==> src/rtl/e203_exu_dsp_wbck_pair_if.sv <==
// Bundle of MAC-result input, regfile writeback beat and status pulses for the
// DSP writeback pair sequencer. The master side produces MAC results and the slave side sequences them.
interface e203_exu_dsp_wbck_pair_if #(
    parameter int unsigned XLEN    = 32,
    parameter int unsigned RFIDX_W = 5
);
    logic               mac_i_valid;
    logic               mac_i_ready;
    logic [RFIDX_W-1:0] mac_i_rdidx;
    logic               mac_i_rdw64;
    logic [XLEN-1:0]    mac_i_wdat;
    logic [XLEN-1:0]    mac_i_wdat_1;
    logic               mac_i_ov;
    logic               mac_i_err;
    logic               flush_req;
    logic               wbck_o_valid;
    logic               wbck_o_ready;
    logic [RFIDX_W-1:0] wbck_o_rdidx;
    logic [XLEN-1:0]    wbck_o_wdat;
    logic               ov_set;
    logic               err_o;
    logic               busy;

    modport master (
        output mac_i_valid, mac_i_rdidx, mac_i_rdw64, mac_i_wdat, mac_i_wdat_1,
               mac_i_ov, mac_i_err, flush_req, wbck_o_ready,
        input  mac_i_ready, wbck_o_valid, wbck_o_rdidx, wbck_o_wdat,
               ov_set, err_o, busy
    );

    modport slave (
        input  mac_i_valid, mac_i_rdidx, mac_i_rdw64, mac_i_wdat, mac_i_wdat_1,
               mac_i_ov, mac_i_err, flush_req, wbck_o_ready,
        output mac_i_ready, wbck_o_valid, wbck_o_rdidx, wbck_o_wdat,
               ov_set, err_o, busy
    );
endinterface

==> src/rtl/e203_exu_dsp_wbck_pair.sv <==
// DSP MAC writeback sequencer: turns one 32-bit or 64-bit-pair MAC result into
// one or two regfile write beats (even reg = low word, odd reg = high word).
module e203_exu_dsp_wbck_pair #(
    parameter int unsigned XLEN    = 32,
    parameter int unsigned RFIDX_W = 5
) (
    input logic clk,
    input logic rst,
    e203_exu_dsp_wbck_pair_if.slave bus
);

    typedef enum logic [1:0] {
        S_IDLE = 2'd0,
        S_LO   = 2'd1,
        S_HI   = 2'd2,
        S_ERR  = 2'd3
    } state_t;

    state_t             r_state;
    state_t             w_next;

    logic [RFIDX_W-1:0] r_rdidx;
    logic [XLEN-1:0]    r_wdat_1;
    logic               r_rdw64;
    logic               r_ov;

    logic               r_wbck_valid;
    logic [RFIDX_W-1:0] r_wbck_rdidx;
    logic [XLEN-1:0]    r_wbck_wdat;
    logic               r_busy;

    logic               w_beat_hs;
    logic               w_final_hs;
    logic               w_ready;
    logic               w_cap;
    logic               w_cap_err;
    logic [RFIDX_W-1:0] w_beat_rdidx;
    logic [XLEN-1:0]    w_beat_wdat;

    // Final beat = single-word LO beat or the HI beat of a pair.
    assign w_beat_hs  = r_wbck_valid & bus.wbck_o_ready;
    assign w_final_hs = w_beat_hs & (((r_state == S_LO) & ~r_rdw64) | (r_state == S_HI));
    assign w_ready    = ~bus.flush_req & ((r_state == S_IDLE) | w_final_hs);
    assign w_cap      = bus.mac_i_valid & w_ready;
    assign w_cap_err  = bus.mac_i_err | (bus.mac_i_rdw64 & bus.mac_i_rdidx[0]);

    // Next state and next beat contents; a completing op may be replaced by a new capture.
    always_comb begin
        w_next       = r_state;
        w_beat_rdidx = r_wbck_rdidx;
        w_beat_wdat  = r_wbck_wdat;

        if (w_cap) begin
            w_next = w_cap_err ? S_ERR : S_LO;
        end else if (w_final_hs || (r_state == S_ERR)) begin
            w_next = S_IDLE;
        end else if (bus.flush_req) begin
            w_next = S_IDLE;
        end else if ((r_state == S_LO) && w_beat_hs) begin
            w_next = S_HI;
        end

        if (w_cap) begin
            w_beat_rdidx = bus.mac_i_rdw64 ? {bus.mac_i_rdidx[RFIDX_W-1:1], 1'b0}
                                           : bus.mac_i_rdidx;
            w_beat_wdat  = bus.mac_i_wdat;
        end else if ((r_state == S_LO) && (w_next == S_HI)) begin
            w_beat_rdidx = {r_rdidx[RFIDX_W-1:1], 1'b1};
            w_beat_wdat  = r_wdat_1;
        end
    end

    always_ff @(posedge clk or posedge rst) begin
        if (rst) begin
            r_state      <= S_IDLE;
            r_wbck_valid <= 1'b0;
            r_wbck_rdidx <= '0;
            r_wbck_wdat  <= '0;
            r_busy       <= 1'b0;
        end else begin
            r_state      <= w_next;
            r_wbck_valid <= (w_next == S_LO) || (w_next == S_HI);
            r_wbck_rdidx <= w_beat_rdidx;
            r_wbck_wdat  <= w_beat_wdat;
            r_busy       <= (w_next != S_IDLE);
        end
    end

    // Holding registers for the rest of the op (high word, pair flag, OV).
    always_ff @(posedge clk or posedge rst) begin
        if (rst) begin
            r_rdidx  <= '0;
            r_wdat_1 <= '0;
            r_rdw64  <= 1'b0;
            r_ov     <= 1'b0;
        end else if (w_cap) begin
            r_rdidx  <= bus.mac_i_rdidx;
            r_wdat_1 <= bus.mac_i_wdat_1;
            r_rdw64  <= bus.mac_i_rdw64;
            r_ov     <= bus.mac_i_ov;
        end
    end

    assign bus.mac_i_ready  = w_ready;
    assign bus.wbck_o_valid = r_wbck_valid;
    assign bus.wbck_o_rdidx = r_wbck_rdidx;
    assign bus.wbck_o_wdat  = r_wbck_wdat;
    assign bus.busy         = r_busy;
    // Commit pulses fire in the completing cycle; a flush in ERR suppresses err_o.
    assign bus.ov_set       = w_final_hs & r_ov;
    assign bus.err_o        = (r_state == S_ERR) & ~bus.flush_req;

endmodule

==> src/flat_wrapper.sv <==
// flat-port wrapper written by rule: the top's interface ports become plain ports
module e203_exu_dsp_wbck_pair_flat 
#(
    parameter int unsigned XLEN    = 32,
    parameter int unsigned RFIDX_W = 5
)
  (clk, rst, bus_mac_i_valid, bus_mac_i_rdidx, bus_mac_i_rdw64, bus_mac_i_wdat, bus_mac_i_wdat_1, bus_mac_i_ov, bus_mac_i_err, bus_flush_req, bus_wbck_o_ready, bus_mac_i_ready, bus_wbck_o_valid, bus_wbck_o_rdidx, bus_wbck_o_wdat, bus_ov_set, bus_err_o, bus_busy);
  e203_exu_dsp_wbck_pair_if #(.XLEN(XLEN), .RFIDX_W(RFIDX_W)) bus_i ();
  input logic clk;
  input logic rst;
  input wire logic [$bits(bus_i.mac_i_valid)-1:0] bus_mac_i_valid;
  input wire logic [$bits(bus_i.mac_i_rdidx)-1:0] bus_mac_i_rdidx;
  input wire logic [$bits(bus_i.mac_i_rdw64)-1:0] bus_mac_i_rdw64;
  input wire logic [$bits(bus_i.mac_i_wdat)-1:0] bus_mac_i_wdat;
  input wire logic [$bits(bus_i.mac_i_wdat_1)-1:0] bus_mac_i_wdat_1;
  input wire logic [$bits(bus_i.mac_i_ov)-1:0] bus_mac_i_ov;
  input wire logic [$bits(bus_i.mac_i_err)-1:0] bus_mac_i_err;
  input wire logic [$bits(bus_i.flush_req)-1:0] bus_flush_req;
  input wire logic [$bits(bus_i.wbck_o_ready)-1:0] bus_wbck_o_ready;
  output wire logic [$bits(bus_i.mac_i_ready)-1:0] bus_mac_i_ready;
  output wire logic [$bits(bus_i.wbck_o_valid)-1:0] bus_wbck_o_valid;
  output wire logic [$bits(bus_i.wbck_o_rdidx)-1:0] bus_wbck_o_rdidx;
  output wire logic [$bits(bus_i.wbck_o_wdat)-1:0] bus_wbck_o_wdat;
  output wire logic [$bits(bus_i.ov_set)-1:0] bus_ov_set;
  output wire logic [$bits(bus_i.err_o)-1:0] bus_err_o;
  output wire logic [$bits(bus_i.busy)-1:0] bus_busy;
  assign bus_i.mac_i_valid = bus_mac_i_valid;
  assign bus_i.mac_i_rdidx = bus_mac_i_rdidx;
  assign bus_i.mac_i_rdw64 = bus_mac_i_rdw64;
  assign bus_i.mac_i_wdat = bus_mac_i_wdat;
  assign bus_i.mac_i_wdat_1 = bus_mac_i_wdat_1;
  assign bus_i.mac_i_ov = bus_mac_i_ov;
  assign bus_i.mac_i_err = bus_mac_i_err;
  assign bus_i.flush_req = bus_flush_req;
  assign bus_i.wbck_o_ready = bus_wbck_o_ready;
  assign bus_mac_i_ready = bus_i.mac_i_ready;
  assign bus_wbck_o_valid = bus_i.wbck_o_valid;
  assign bus_wbck_o_rdidx = bus_i.wbck_o_rdidx;
  assign bus_wbck_o_wdat = bus_i.wbck_o_wdat;
  assign bus_ov_set = bus_i.ov_set;
  assign bus_err_o = bus_i.err_o;
  assign bus_busy = bus_i.busy;
  e203_exu_dsp_wbck_pair #(.XLEN(XLEN), .RFIDX_W(RFIDX_W)) u_core (.clk(clk), .rst(rst), .bus(bus_i));
endmodule
==> config.mk <==
export PLATFORM = sky130hd
export DESIGN_NAME = e203_exu_dsp_wbck_pair_flat
export DESIGN_NICKNAME = d
export VERILOG_FILES = /design/src/rtl/e203_exu_dsp_wbck_pair_if.sv /design/src/rtl/e203_exu_dsp_wbck_pair.sv /design/src/flat_wrapper.sv
export SDC_FILE = /design/constraint.sdc
export NUM_CORES = 1
export LEC_CHECK = 0
export ABC_AREA = 0
export BUFFER_PORTS_ARGS = -buffer_cell sky130_fd_sc_hd__buf_2
export CORE_ASPECT_RATIO = 1.1
export CORE_MARGIN = 10
export CORE_UTILIZATION = 50
export DETAILED_ROUTE_END_ITERATION = 10
export PLACE_DENSITY = 0.85
export SYNTH_ARGS = -nofsm -noshare
export SYNTH_HDL_FRONTEND = slang
export SYNTH_SLANG_ARGS = --single-unit
==> constraint.sdc <==
create_clock -name clk -period 7.6 [get_ports clk]
set_clock_uncertainty 0.1 [all_clocks]
set_input_delay 1.52 -clock clk [delete_from_list [all_inputs] [get_ports clk]]
set_output_delay 1.52 -clock clk [all_outputs]
set_load 0.05 [all_outputs]
==> impl_metrics.toml <==
[floorplanning]
die_area_um2 = 10900
pin_count = 119
die_height_um = 108
rows = 32
core_area_um2 = 6970
start_util_pct = 50.9
die_w_um = 100

[sta]
final-setup-viol-count = 0
slew_headroom_pct = 34.4
finalCritPeriodShare_pct = 65.3
setup-tns-final_ns = 0
max_freq_mhz = 202
fin_crit_ns = 4.96
slew_violations = 0
rsz0062_at_grt = "no"
worst_slack_ns = 2.64
tightest_slew_ns = 0.984
hold_slack_ns = 0.401
hold_violations = 0

[yosys]
async_flop_share_pct = 100
synth_area_um2 = 3550
synth.distinct_cells = 30
synth_nets = 310
yosys_register_bits = 79
synth_ff_type = "dfrtp_1"
ys_seq_area_share_pct = 55.8
synth-edff-count = 0
ys_top_cells_by_area = "dfrtp_1 56%, mux2_2 30%, mux2_1 5.4%"
yosysWarnings = 0
synth_top_area_cell = "dfrtp_1"
synthCells = 231
syn-mean-instance-area_um2 = 15.4
yosysTopAreaCellShare_pct = 55.8

[power_and_ir_drop]
p_sw_share_pct = 40.4
p_switching_uw = 692
leakage_nw = 2.08
power_density_nw_per_um2 = 391
power_frac_comb_pct = 42.2
p_seq_share_pct = 38.4
ir_worst_vdd_v = 0.000221
p_clk_share_pct = 19.4
internal-power_mw = 1.02
total_power_mw = 1.71

[cells_and_area]
final_nets = 430
layout-drive-gt1-share_pct = 65.1
fin_util_pct = 62.8
final_cell_count_no_fill = 440
regArea_um2 = 1980
final_cell_mix = "118 x buf_2, 93 x mux2_2, 79 x dfrtp_1"
final_area_um2 = 4380
multi_input_area_um2 = 1460
layout_commonest_cell = "buf_2"
num-fill-cells = 553
diodes = 0
syn2layout_area_growth_pct = 23.4

[setup_path]
cp.required_ns = 7.72
path_class = "in -> reg"
crit_fanout = 77
crit_arrival_ns = 5.08
critPathLaunchType = "primary input"
end_kind = "flop"

[route]
routedWlPerCell_um = 17.4
first_iter_violations = 39
wirelength_mm = 7.65
drc = 0
viasPerCell = 5.18
dr.pass1.iters = 4
ant_nets = 0
vias = 2278

[cts]
clk_latency_ns = 0.34
cts_root_buf = "clkbuf_8"
cts_buffers = 9
cts_resized = 0
cts.clk_slew.worst_paths_ns = 0.07
cts_tree = "done"
ctsHtreeMaxLevel = 3
cts_setup_buffers = 0
cts_hold_buf = 0
clock_path_buffers = 2
clock_sinks = 79

[global_route]
grt_use_total_pct = 14.0
grt_max_degree = 80
globalRouteOverflowTotal = 0
antenna_found_initial = 0
grt_pass1_wl_mm = 12.4
grt_pass1_vias = 2561

[placed_design]
portBuffers = 118
gp_congestion = 0.741
hpwl_mm = 5.64
post_dp_cell_area_um2 = 4170
place_inst = 425
dpl_worst_slack_ns = 2.24

[status]
status = "completed"

[flow_run]
cap_violations = 0

[min_path]
hp-class = "reg -> reg"
[Yosys cell counts, drive strengths merged (2+ instances only)]
cell type	number
a21oi	3
mux2	110
buf	11
nor2b	2
inv	3
nand3b	2
nor2	2
ha	2
dfrtp	79
[registers in the layout, summed over array words and instances, names as in the netlist]
name and flops:
u_core.bus.wbck_o_wdat 32, u_core.r_wdat_1 32, u_core.bus.wbck_o_rdidx 5, u_core.r_rdidx 4
u_core.r_state 2, u_core.bus.busy 1, u_core.bus.wbck_o_valid 1, u_core.r_ov 1
u_core.r_rdw64 1
[kinds of logic (layout without fill, tap and decap cells)]
| family | Yosys count | in the layout | synth area share [%] |
|---|---|---|---|
| simple gates | 14 | 14 | 2.68 |
| flops | 79 | 79 | 55.8 |
| compound gates | 10 | 10 | 2.47 |
| mux | 111 | 111 | 35.2 |
| fa+ha+maj | 2 | 2 | 0.706 |
| buf+inv | 15 | 139 | 3.18 |
[per-layer routing]
layer  global-route usage [%]  vias up  routed length [µm]
met4                     4.95        0                  90
met1                     16.5     1112                3200
met2                     21.2       84                3550
met3                     7.66        9                 810
met5                        0        -                   0
li1                         -     1073                   -
[final timing paths]
path / startpoint / to / slack (ns) / cells past startpoint
setup reg to reg: u_core.r_state[0]$_DFF_PP0_ / u_core.bus.wbck_o_wdat[2]$_DFFE_PP0P_ / 3.42 / 9
hold / removal: u_core.r_rdidx[1]$_DFFE_PP0N_ / u_core.r_rdidx[1]$_DFFE_PP0N_ / 0.40 / 1
setup / recovery: bus_wbck_o_ready / u_core.bus.wbck_o_wdat[2]$_DFFE_PP0P_ / 2.64 / 10
max in group asynchronous: rst / u_core.bus.wbck_o_wdat[23]$_DFFE_PP0P_ / 5.39 / 3
min in group asynchronous: rst / u_core.bus.wbck_o_wdat[18]$_DFFE_PP0P_ / 1.36 / 3
hold reg to reg: u_core.r_rdidx[1]$_DFFE_PP0N_ / u_core.r_rdidx[1]$_DFFE_PP0N_ / 0.40 / 1
[critical path: stages]
cell and delay (ns):
buf_2 0.12, and4bb_2 0.26, o311ai_4 0.21, buf_4 0.77, o22ai_1 0.21, ha_1 0.25, nand3b_1 0.62, buf_4 0.42
mux2_2 0.38, mux2_1 0.30
[power by group through the flow]
stage	combinational, mW	sequential [mW]	clock [mW]
final	0.723	0.658	0.332
after CTS	0.735	0.659	0.344
after detailed placement	0.732	0.667	0
after global placement	0.716	0.657	0
after global routing	0.771	0.677	0.359
after floorplan	0.263	0.961	0
[cell type report]
type,instances,area share [%]
Clock buffer,10,2.92
Clock inverter,5,1.92
Inverter,3,0.286
Multi-Input combinational cell,137,33.3
Sequential cell,79,45.2
Tap cell,85,2.43
Timing Repair Buffer,121,14.0
Power figures use the tool's default switching activity.
